File: src/rtl/wim_seg_encoder_if.sv
// Request/response bus for the segment-pattern encoder: a pattern goes in and a code/hit result comes back,
// each on its own valid/ready handshake.
interface wim_seg_encoder_if;
  logic       in_valid;
  logic       in_ready;
  logic [6:0] in_pattern;
  logic       out_valid;
  logic       out_ready;
  logic [3:0] out_code;
  logic       out_hit;

  modport master (
    output in_valid, in_pattern, out_ready,
    input  in_ready, out_valid, out_code, out_hit
  );

  modport slave (
    input  in_valid, in_pattern, out_ready,
    output in_ready, out_valid, out_code, out_hit
  );
endinterface

File: src/rtl/wim_seg_encoder.sv
// Sequential inverse of the wim 4-to-7 segment decode: it scans candidate codes in ascending order, one per
// cycle, and returns the first code whose decoded pattern equals the latched input pattern.
//
// state  | meaning
// IDLE   | in_ready high; waiting for a pattern
// SEARCH | comparing decode(cand) against the latched pattern, one candidate per cycle
// DONE   | result held on out_code/out_hit with out_valid high until out_ready
module wim_seg_encoder #(
  parameter int MAX_CODE = 15
) (
  input  logic                 i_clk,
  input  logic                 i_reset,
  wim_seg_encoder_if.slave     bus,
  output logic                 o_busy
);

  localparam logic [1:0] ST_IDLE   = 2'd0;
  localparam logic [1:0] ST_SEARCH = 2'd1;
  localparam logic [1:0] ST_DONE   = 2'd2;

  localparam logic [3:0] LP_MAX_CODE = 4'(MAX_CODE);

  function automatic logic [6:0] seg_decode(input logic [3:0] code);
    logic [6:0] seg;
    case (code)
      4'd0:    seg = 7'h6F;
      4'd1:    seg = 7'h24;
      4'd2:    seg = 7'h5D;
      4'd3:    seg = 7'h75;
      4'd4:    seg = 7'h37;
      4'd5:    seg = 7'h73;
      4'd6:    seg = 7'h7B;
      4'd7:    seg = 7'h35;
      4'd8:    seg = 7'h7F;
      4'd9:    seg = 7'h77;
      default: seg = 7'h00;
    endcase
    return seg;
  endfunction

  logic [1:0] r_state;
  logic [3:0] r_cand;
  logic [6:0] r_pattern;
  logic [3:0] r_code;
  logic       r_hit;

  logic [6:0] w_cand_seg;
  logic       w_match;
  logic       w_last;

  assign w_cand_seg = seg_decode(r_cand);
  assign w_match    = (w_cand_seg == r_pattern);
  // The terminal compare stops the scan before the 4-bit candidate can wrap past 15.
  assign w_last     = (r_cand == LP_MAX_CODE);

  always_ff @(posedge i_clk) begin
    if (i_reset) begin
      r_state   <= ST_IDLE;
      r_cand    <= 4'd0;
      r_pattern <= 7'd0;
      r_code    <= 4'd0;
      r_hit     <= 1'b0;
    end else begin
      case (r_state)
        ST_IDLE: begin
          if (bus.in_valid) begin
            r_pattern <= bus.in_pattern;
            r_cand    <= 4'd0;
            r_state   <= ST_SEARCH;
          end
        end
        ST_SEARCH: begin
          if (w_match) begin
            r_code  <= r_cand;
            r_hit   <= 1'b1;
            r_state <= ST_DONE;
          end else if (w_last) begin
            r_code  <= 4'd0;
            r_hit   <= 1'b0;
            r_state <= ST_DONE;
          end else begin
            r_cand <= r_cand + 4'd1;
          end
        end
        ST_DONE: begin
          if (bus.out_ready) begin
            r_state <= ST_IDLE;
          end
        end
        default: begin
          r_state <= ST_IDLE;
        end
      endcase
    end
  end

  // All handshake outputs decode from registered state only, so no input reaches an output combinationally.
  assign bus.in_ready  = (r_state == ST_IDLE);
  assign bus.out_valid = (r_state == ST_DONE);
  assign bus.out_code  = r_code;
  assign bus.out_hit   = r_hit;
  assign o_busy        = (r_state == ST_SEARCH);

endmodule

File: src/flat_wrapper.sv
// flat-port wrapper written by rule: the top's interface ports become plain ports
module wim_seg_encoder_flat 
#(
  parameter int MAX_CODE = 15
)
  (i_clk, i_reset, o_busy, bus_in_valid, bus_in_pattern, bus_out_ready, bus_in_ready, bus_out_valid, bus_out_code, bus_out_hit);
  wim_seg_encoder_if bus_i ();
  input  logic i_clk;
  input  logic i_reset;
  output logic o_busy;
  input wire logic [$bits(bus_i.in_valid)-1:0] bus_in_valid;
  input wire logic [$bits(bus_i.in_pattern)-1:0] bus_in_pattern;
  input wire logic [$bits(bus_i.out_ready)-1:0] bus_out_ready;
  output wire logic [$bits(bus_i.in_ready)-1:0] bus_in_ready;
  output wire logic [$bits(bus_i.out_valid)-1:0] bus_out_valid;
  output wire logic [$bits(bus_i.out_code)-1:0] bus_out_code;
  output wire logic [$bits(bus_i.out_hit)-1:0] bus_out_hit;
  assign bus_i.in_valid = bus_in_valid;
  assign bus_i.in_pattern = bus_in_pattern;
  assign bus_i.out_ready = bus_out_ready;
  assign bus_in_ready = bus_i.in_ready;
  assign bus_out_valid = bus_i.out_valid;
  assign bus_out_code = bus_i.out_code;
  assign bus_out_hit = bus_i.out_hit;
  wim_seg_encoder #(.MAX_CODE(MAX_CODE)) u_core (.i_clk(i_clk), .i_reset(i_reset), .bus(bus_i), .o_busy(o_busy));
endmodule
File: config.mk
export PLATFORM = sky130hd
export DESIGN_NAME = wim_seg_encoder_flat
export DESIGN_NICKNAME = d
export VERILOG_FILES = /design/src/rtl/wim_seg_encoder_if.sv /design/src/rtl/wim_seg_encoder.sv /design/src/flat_wrapper.sv
export SDC_FILE = /design/constraint.sdc
export NUM_CORES = 1
export LEC_CHECK = 0
export ABC_CLOCK_PERIOD_IN_PS = 2500
export CORE_MARGIN = 5
export CORE_UTILIZATION = 40
export DETAILED_ROUTE_END_ITERATION = 10
export GPL_TIMING_DRIVEN = 0
export SYNTH_ARGS = -nofsm -noshare
export SYNTH_HDL_FRONTEND = slang
export SYNTH_SLANG_ARGS = --single-unit
File: constraint.sdc
create_clock -name i_clk -period 2.5 [get_ports i_clk]
set_input_delay 0.375 -clock i_clk [delete_from_list [all_inputs] [get_ports i_clk]]
set_output_delay 0.375 -clock i_clk [all_outputs]
set_load 0.01 [all_outputs]
; Word-level counts from Yosys, hierarchy flattened
; Memory sizes are Yosys's and may differ from the RTL's. A register that Yosys moved wholly into a read port is not among the register bits.
; Cells that the tools add are included.
[word_totals]
reg_bits = 18
mem_bits_ro = 112
inputBits = 11
elab_cells = 38
memories = 1
[mem_list]
columns = name, words, word_bits, rd, rd_ports_with_merged_regs, wr, line_no
row1 = (name not given), 16, 7, 1, 1, 0, wim_seg_encoder.sv:25  ; case (code)
[op_classes]
addsub = 1
eq_ne = 9
muxes = 15
reduce_logical = 7
[ops]
columns = operator, n
row1 = 2-to-1 mux 4 bit, 7
row2 = 2-to-1 mux 2 bit, 4
row3 = "inequality test 2 bit, second input constant", 4
row4 = one-hot mux 4 bit (2 select lines), 1
row5 = equality test 7 bit, 1
row6 = one-hot mux 2 bit (3 select lines), 1
row7 = "adder 4 x 1 -> 4 bit, second input constant", 1
row8 = "equality test 4 bit, second input constant", 1
row9 = AND reduction 2 bit, 2
row10 = AND reduction 4 bit, 1
row11 = nonzero test 2 bit, 2
row12 = "inequality test 3 x 1 -> 1 bit, second input constant", 1
row13 = AND reduction 3 bit, 1
row14 = "equality test 2 x 1 -> 1 bit, second input constant", 1
row15 = "equality test 2 bit, second input constant", 1
row16 = logical NOT 2 bit, 1
row17 = 2-to-1 mux 1 bit, 2

; Longest topological paths before layout
; Gate-level depths: netlist of the first run.
[depth]
ltp_word = 6
depth_mapped = 11
mapped_depth_nobuf = 10

; Worst setup path before layout of the first run
; No wires, ideal clock.
[synth_path]
path_kind = flip-flop to flip-flop
startpoint = register u_core.r_pattern[3]
endpoint = register, netlist name u_core.w_cand_seg[6]
setup_time_ns = 0.130
arrival_time_ns = 1.938
required_ns = 2.370
slack_ns = 0.432
stages_incl_launch_ff = 10
n_path_buf = 0
synth_period_minus_slack_ns = 2.068
path_cell_list = dfxtp_1 > xor2_1 > nor4_4 > a21bo_2 > a21boi_0 > xnor2_1 > nand2b_1 > ha_1 > mux2i_1 > mux2i_1
[synth_between]
elab_chain_cells = 5
[synth_rtl]
columns = element, line_no
row1 = start: declaration, wim_seg_encoder.sv:43  ; logic [6:0] r_pattern;
row2 = start signal: assignment, wim_seg_encoder.sv:67  ; r_pattern <= bus.in_pattern;
row3 = equality test 7 bit, wim_seg_encoder.sv:52  ; assign w_match = (w_cand_seg == r_pattern);
row4 = inequality test 2 bit (no line), -
row5 = AND reduction 4 bit (no line), -
row6 = 2-to-1 mux 4 bit (no line) (2 in a row), -
; No other way between the ends.
; A chain may end at the register's enable or synchronous reset.

; Worst setup path in the final report of the first run
[layout_path]
startpoint = register u_core.r_cand[0]
endpoint = register, netlist name u_core.w_cand_seg[6]
[layout_between]
elab_chain_cells = 6
word_cells_on_any_way = 9
classes_between = 1 x add/sub / 2 x eq/ne / 5 x mux / 1 x reduce/logical
[layout_rtl]
columns = element, line_no
row1 = start: declaration, wim_seg_encoder.sv:42  ; logic [3:0] r_cand;
row2 = start signal: assignment, wim_seg_encoder.sv:82  ; r_cand <= r_cand + 4'd1;
row3 = adder 4 x 1 -> 4 bit, wim_seg_encoder.sv:82
row4 = 2-to-1 mux 4 bit, wim_seg_encoder.sv:77  ; end else if (w_last) begin
row5 = 2-to-1 mux 4 bit, wim_seg_encoder.sv:73  ; if (w_match) begin
row6 = one-hot mux 4 bit (2 select lines), wim_seg_encoder.sv:64  ; case (r_state)
row7 = 2-to-1 mux 4 bit (no line) * (2 in a row), -
; Every way passes the cells marked *; elsewhere a longest branch is shown, timed or not. The select of a mux whose other input is x is not followed.

==> summary.txt, run 1 <==
Place
  • Post-DP HPWL: 1.85 mm
  • Gpl congestion: roughly 0.83
  • Placement Setup Slack: 0.133 ns
  • Port buffer count: 18

Finish
  • Antenna cell count: 0
  • Share of cells above drive strength 1: 0.118
  • Fillers: 303
  • Total Nets Final: between 150 and 200
  • Area Growth Syn to Fin: 23.1%

Worst setup path
  • Critical path endpoint category: flip-flop
  • CP required: 2.70 ns
  • Setup Crit Path Kind: flip-flop to flip-flop
  • Setup crit start kind: flip-flop
  • Crit-path max FO: 5
  • CP arrival: roughly 2.6 ns

Floorplanning
  • Io pins: 19
  • Die Width: approximately 66 microns
  • Initial Util: 0.416
  • Core area: 3030 sq um
  • Row count: 20
  • Die area: 4370 sq um
  • Die Y-Extent: 66.1 microns

Synth
  • Number of flops mapped to enable cells by yosys: 0
  • Count leader, synth: dfxtp_1
  • Synth Warn #: 0
  • Synth Register Bits: 25
  • Post-Syn Area: 1260 sq um
  • Top-area cell type share of the netlist area: 0.398
  • Synthesized area per cell: 9.76 sq um
  • Synth area leaders: dfxtp_1 (40%), mux2i_1 (14%), ha_1 (6.0%)
  • Syn_nets: 146
  • Area leader, netlist: dfxtp_1
  • Post-synth top cells: dfxtp_1 (25), mux2i_1 (17), nor2_1 (16)
  • Register area share after synthesis: 0.398
  • Post-synth ARST share: 0
  • Yosys cell types: 33
  • Top FF cell, synth: dfxtp_1
  • Mapped Cells: ~130

STA
  • Final setup TNS: 0 ns
  • Final hold violation count: 0
  • Relative slew slack: 0.609
  • Slew Viols, Final: 0
  • Final Setup Violations: 0
  • Layout Skew: 0.00515 ns
  • Setup WS post-layout: around 0.15 ns
  • Least-Margin Pin Slew: 0.579 ns
  • Min cycle time layout: 2.35 ns
  • Fin crit share: 0.940
  • RSZ-0062 raised after global routing: no
  • FMAX: between 400 and 500 MHz

Global routing
  • Gr usage total: 0.122
  • Largest net degree at the start of global routing: 16
  • GRT overflow: 0
  • Antenna violations before repair: 0
  • Global-route wire length before repair: around 4.1 mm
  • Vias in the first global route: 888

Routing
  • Initial DRT Pass Iterations: 4
  • Final ANT Viol Nets: 0
  • Detailed-route wire length per cell: approximately 12 microns
  • Drt drc: 0
  • DR vias: 912
  • Drt total wl: around 2.4 mm
  • Vias per cell: 4.63
  • Initial DRC count: 20

Clock network
  • CTS Buffer Depth: 2
  • Latest clock arrival within the worst-skew pair: 0.31 ns
  • CTS Buf Count: 3
  • # clock sinks: 25
  • CTS clk-pin slew, worst paths: 0.14 ns
  • CTS tree: built
  • CTS Root Cell: clkbuf_4
  • Post-CTS Hold Buffers: 0
  • CTS HTree Levels: 1

Outcome
  • Outcome: finished clean

Pwr
  • Pwr Density: 476 nW/um^2
  • Leak Pwr: 0.000722 uW
  • Max VDD drop: 0.000255 V

Min path
  • Hold crit path type: flip-flop to flip-flop

Run
  • Maxcap violations: 0
-- cell type report --
cell class	instances	area, sq um	share of cell area
inverter	8	30.0	0.0194
sequential	25	500	0.323
clock inverter	1	7.51	0.00485
buffer	4	17.5	0.0113
timing repair buffer	20	195	0.126
multi-input combinational	92	721	0.465
clock buffer	3	22.5	0.0145
tap	44	55.1	0.0355
-- what timing repair did --
action                     in CTS  in global routing
setup endpoints to repair       0                  3
setup buffers                   0                  2
hold endpoints to repair        0                  0
gates resized for setup         0                  3
-- worst paths after layout --
check,startpoint,to,slack (ns),cells after the start
worst max-delay path,u_core.r_cand[0],u_core.w_cand_seg[6],0.15,9
worst min register to register,u_core.bus.out_hit,u_core.bus.out_hit,0.49,2
worst min-delay path,u_core.bus.out_hit,u_core.bus.out_hit,0.49,2
worst max register to register,u_core.r_cand[0],u_core.w_cand_seg[6],0.15,9
-- flip-flops by register name (all words and copies together) (netlist names) --
name / count
u_core.bus.out_code: 4
u_core.bus.out_hit: 1
u_core.w_cand_seg: 7
u_core.r_cand: 4
u_core.r_pattern: 7
u_core.r_state: 2
-- critical path, cell delays in order (launching register included) --
cell	delay [ns]
dfxtp_1	0.44
ha_1	0.21
nand3_1	0.17
a21bo_2	0.30
a21boi_1	0.10
xnor2_1	0.30
nand2b_1	0.21
ha_1	0.26
mux2i_1	0.15
mux2i_1	0.10
-- routing by layer --
layer  global-route usage  share of wire  up-vias
met5                    0              0        -
met4               0.0381         0.0087        0
met3               0.0272          0.038        2
met2                0.193           0.44       15
met1                0.162           0.51      412
li1                     -              -      483
-- cells by family after synthesis --
| kind of cell | Yosys count | share of synthesized area |
|---|---|---|
| AO/OA/AOI/OAI | 14 | 0.0915 |
| XOR/XNOR | 9 | 0.0626 |
| adder cells (fa/ha/maj) | 6 | 0.0596 |
| buffers and inverters | 12 | 0.0378 |
| flip-flops | 25 | 0.398 |
| multiplexers | 19 | 0.162 |
| AND/OR/NAND/NOR | 44 | 0.189 |
-- stage by stage --
| stage | utilization | instances | hold WS [ns] | total power (uW) | cell area, sq um |
|---|---|---|---|---|---|
| 2_1_floorplan | - | 129 | 0.481 | 518 | 1260 |
| 3_3_place_gp | 0.493 | 191 | 0.472 | 555 | 1490 |
| 3_5_place_dp | 0.493 | 191 | 0.474 | 558 | 1490 |
| 4_1_cts | 0.503 | 195 | 0.490 | 742 | 1520 |
| 5_1_grt | 0.512 | 197 | 0.514 | 781 | 1550 |
| 6_report | 0.512 | 197 | 0.491 | 738 | 1550 |
-- layout by cell type, fill, tap and decap left out, types with 3 or more instances in the layout --
cell | Yosys | layout
a21oi_1 | 5 | 5
and2_1 | 4 | 4
clkbuf_4 | 0 | 3
clkdlybuf4s50_1 | 0 | 18
dfxtp_1 | 25 | 25
ha_1 | 6 | 6
inv_1 | 7 | 7
mux2i_1 | 17 | 17
nand2_1 | 3 | 3
nand2b_1 | 3 | 3
nor2_1 | 16 | 16
nor2b_1 | 6 | 6
nor3_1 | 5 | 3
xor2_1 | 7 | 7
-- power by group --
part | switching (uW) | total, uW | internal [uW]
clock | 120 | 181 | 60.9
combinational | 63.4 | 125 | 61.6
sequential | 12.7 | 431 | 419
total | 196 | 738 | 541
(Power assumes the default switching activity.)
==> run 2: changes to the inputs <==
ABC_CLOCK_PERIOD_IN_PS = 2800   (was 2500)
CORE_MARGIN = unset   (was 5)
CORE_UTILIZATION = 55   (was 40)
PLACE_DENSITY = 0.81   (was unset)
clock period = 2.8 ns   (was 2.5 ns; I/O delays follow)
==> run 2 against run 1 <==
Compared with the run above: wire length is 11% lower; worst hold slack got worse by 0.0010 ns; count of clock-buffer cells in the layout grew 1; core utilization grew 22 points; sequential power fell by 11%; non-clock buffer count is 2 lower; fmax grew 0.41%; critical path depth up 1; setup slack better by 0.31 ns; combinational power down 16%; flip-flop and latch count is the same; die area shrank 43%; highest routed layer is now met3.
==> summary.txt, run 2 (synthesis results as in run 1) <==
Min path
  • HP Start: u_core.bus.out_hit
  • Hold crit path type: flip-flop to flip-flop
  • Hold Path End: u_core.bus.out_hit
  • Min-Delay Path Depth: 2 (unchanged)

STA
  • Slew Viols, Final: 0 (unchanged)
  • Least-Margin Pin Slew: 0.564 ns (-0.0151 ns)
  • Final hold violation count: 0 (unchanged)
  • Layout Skew: 0.00716 ns (+0.00201 ns)
  • FMAX: 427 MHz (+0.41%)
  • Min cycle time layout: 2.34 ns (-0.00948 ns)
  • Fin crit share: 0.836 (-0.104)
  • Final Setup Violations: 0 (unchanged)
  • Relative slew slack: 0.619 (+0.0102)
  • Setup WS post-layout: 0.460 ns (+0.309 ns)
  • Final setup TNS: 0 ns (unchanged)
  • RSZ-0062 raised after global routing: no

Finish
  • Total Nets Final: 169 (-1.2%)
  • Share of cells above drive strength 1: 0.0861 (-0.0316)
  • Area Growth Syn to Fin: 19.1%
  • Antenna cell count: 0 (unchanged)
  • Area occupied by multi-input gates: 711 sq um (-1.4%)
  • Most frequent cells in the layout: dfxtp_1 (25), clkdlybuf4s50_1 (18), mux2i_1 (17)
  • Leading cell type in the layout, fill and taps excluded: dfxtp_1
  • Fillers: 150 (-50%)
  • Register area: 500 sq um (unchanged)

Routing
  • Vias per cell: 5.11 (+10%)
  • Detailed-route wire length per cell: 12.1 microns (-1.7%)
  • Initial DRT Pass Iterations: 4 (unchanged)
  • Final ANT Viol Nets: 0 (unchanged)
  • DR top layer: met3
  • Initial DRC count: 13 (-35%)
  • Met3 WL: 61 microns (-33%)
  • Drt drc: 0 (unchanged)
  • DR vias: 909 (-0.33%)
  • Met2 Wirelength: 1.07 mm (-0.84%)
  • Wl on met1: 1.02 mm (-17%)
  • Drt total wl: 2.15 mm (-11%)

Floorplanning
  • Core area: 2060 sq um (-32%)
  • Initial Util: 0.610 (+0.195)
  • Die Y-Extent: 49.8 microns (-25%)
  • Die Width: 49.8 microns (-25%)
  • Die area: 2480 sq um (-43%)
  • Row count: 16 (-20%)
  • Io pins: 19 (unchanged)

Worst setup path
  • Reg2reg start: u_core.r_pattern[6]
  • Worst Reg-to-Reg Cells: 10 (+1)
  • CP arrival: 2.53 ns (-0.02 ns)
  • Crit. Startpoint: u_core.r_pattern[6]
  • Register-to-register setup slack: 0.46 ns (+0.31 ns)
  • Critical path endpoint category: flip-flop
  • CP required: 2.99 ns (+0.29 ns)
  • Setup Crit Path Kind: flip-flop to flip-flop
  • Setup crit start kind: flip-flop
  • Reg2reg end: u_core.w_cand_seg[6]
  • Crit-path max FO: 4 (-1)

Clock network
  • CTS clk-pin slew, worst paths: 0.13 ns (about the same)
  • Post-CTS Hold Buffers: 0 (unchanged)
  • CTS HTree Levels: 1 (unchanged)
  • Latest clock arrival within the worst-skew pair: 0.30 ns (about the same)
  • CTS Buf Count: 3 (unchanged)
  • Post-cts sizing count: 0 (unchanged)
  • CTS Root Cell: clkbuf_4
  • CTS Buffer Depth: 2 (unchanged)
  • CTS tree: built
  • Setup bufs post-CTS: 0 (unchanged)
  • # clock sinks: 25 (unchanged)

Global routing
  • Antenna violations before repair: 0 (unchanged)
  • Vias in the first global route: 867 (-2.4%)
  • Global-route wire length before repair: 3.84 mm (-6.1%)
  • Largest net degree at the start of global routing: 14 (-2)
  • GRT overflow: 0 (unchanged)
  • Gr usage total: 0.199 (+0.0777)

Place
  • Placement Setup Slack: 0.426 ns (+0.294 ns)
  • Gpl congestion: 0.867 (+4.8%)
  • Post-DP HPWL: 1.69 mm (-8.5%)
  • Port buffer count: 18 (unchanged)

Pwr
  • Max VDD drop: 0.000350 V (+37%)
  • Sequential power share: 0.601 (+0.016)
  • Leak Pwr: 0.000711 uW (-1.5%)
  • Sw frac: 0.248 (-0.0176)
  • NetSw: 159 uW (-19%)
  • Pwr Density: 427 nW/um^2 (-10%)
  • Clk pwr share: 0.235 (-0.011)
  • Pint: 480 uW (-11%)
  • Comb pwr share: 0.164 (-0.005)

Run
  • Maxcap violations: 0 (unchanged)

Outcome
  • Outcome: finished clean
[run 2: routing by layer]
metal / GRT usage / vias up
met4: 0.0286 / 0
met3: 0.0370 / 0
met2: 0.347 / 15
li1: - / 478
met1: 0.259 / 416
met5: 0 / -
[run 2: worst max-delay path, stage by stage (launching register included)]
cell	delay, ns
dfxtp_1	0.34
xor2_1	0.16
nor3_1	0.41
a21bo_2	0.27
a21boi_0	0.12
xnor2_1	0.17
nor3_1	0.29
ha_1	0.24
inv_1	0.04
mux2i_1	0.12
mux2i_1	0.08
[run 2: power groups by stage]
stage                     Sequential, uW  Clock [uW]  Combinational, uW
after CTS                            384         154                106
after floorplan                      390           0               72.5
after global routing                 387         174                117
after detailed placement             392           0                105
final                                384         150                105
after global placement               392           0                102
[run 2: worst max-delay path by stage]
stage | slack (ns) | end | depth (start not counted)
detailed placement | 0.43 | u_core.w_cand_seg[6] | 10
floorplan | 0.73 | u_core.w_cand_seg[6] | 9
global route | 0.18 | u_core.w_cand_seg[6] | 10
CTS | 0.44 | u_core.w_cand_seg[6] | 10
global placement | 0.47 | u_core.w_cand_seg[6] | 8
finish | 0.46 | u_core.w_cand_seg[6] | 10
[run 2: stage by stage]
step	utilization	power, uW	hold WS [ns]	cell area, sq um	cells
CTS	0.727	644	0.493	1500	178
floorplan	-	462	0.481	1260	129
detailed placement	0.714	497	0.473	1470	174
global placement	0.714	494	0.459	1470	174
global route	0.727	678	0.526	1500	178
finish	0.727	639	0.490	1500	178
[run 2: area by class of cell]
class                           instances  share of cell area
Timing Repair Buffer                   18               0.120
Tap cell                               27              0.0225
Sequential cell                        25               0.334
Multi-Input combinational cell         92               0.474
Inverter                                8              0.0200
Buffer                                  4              0.0117
Clock buffer                            4              0.0175
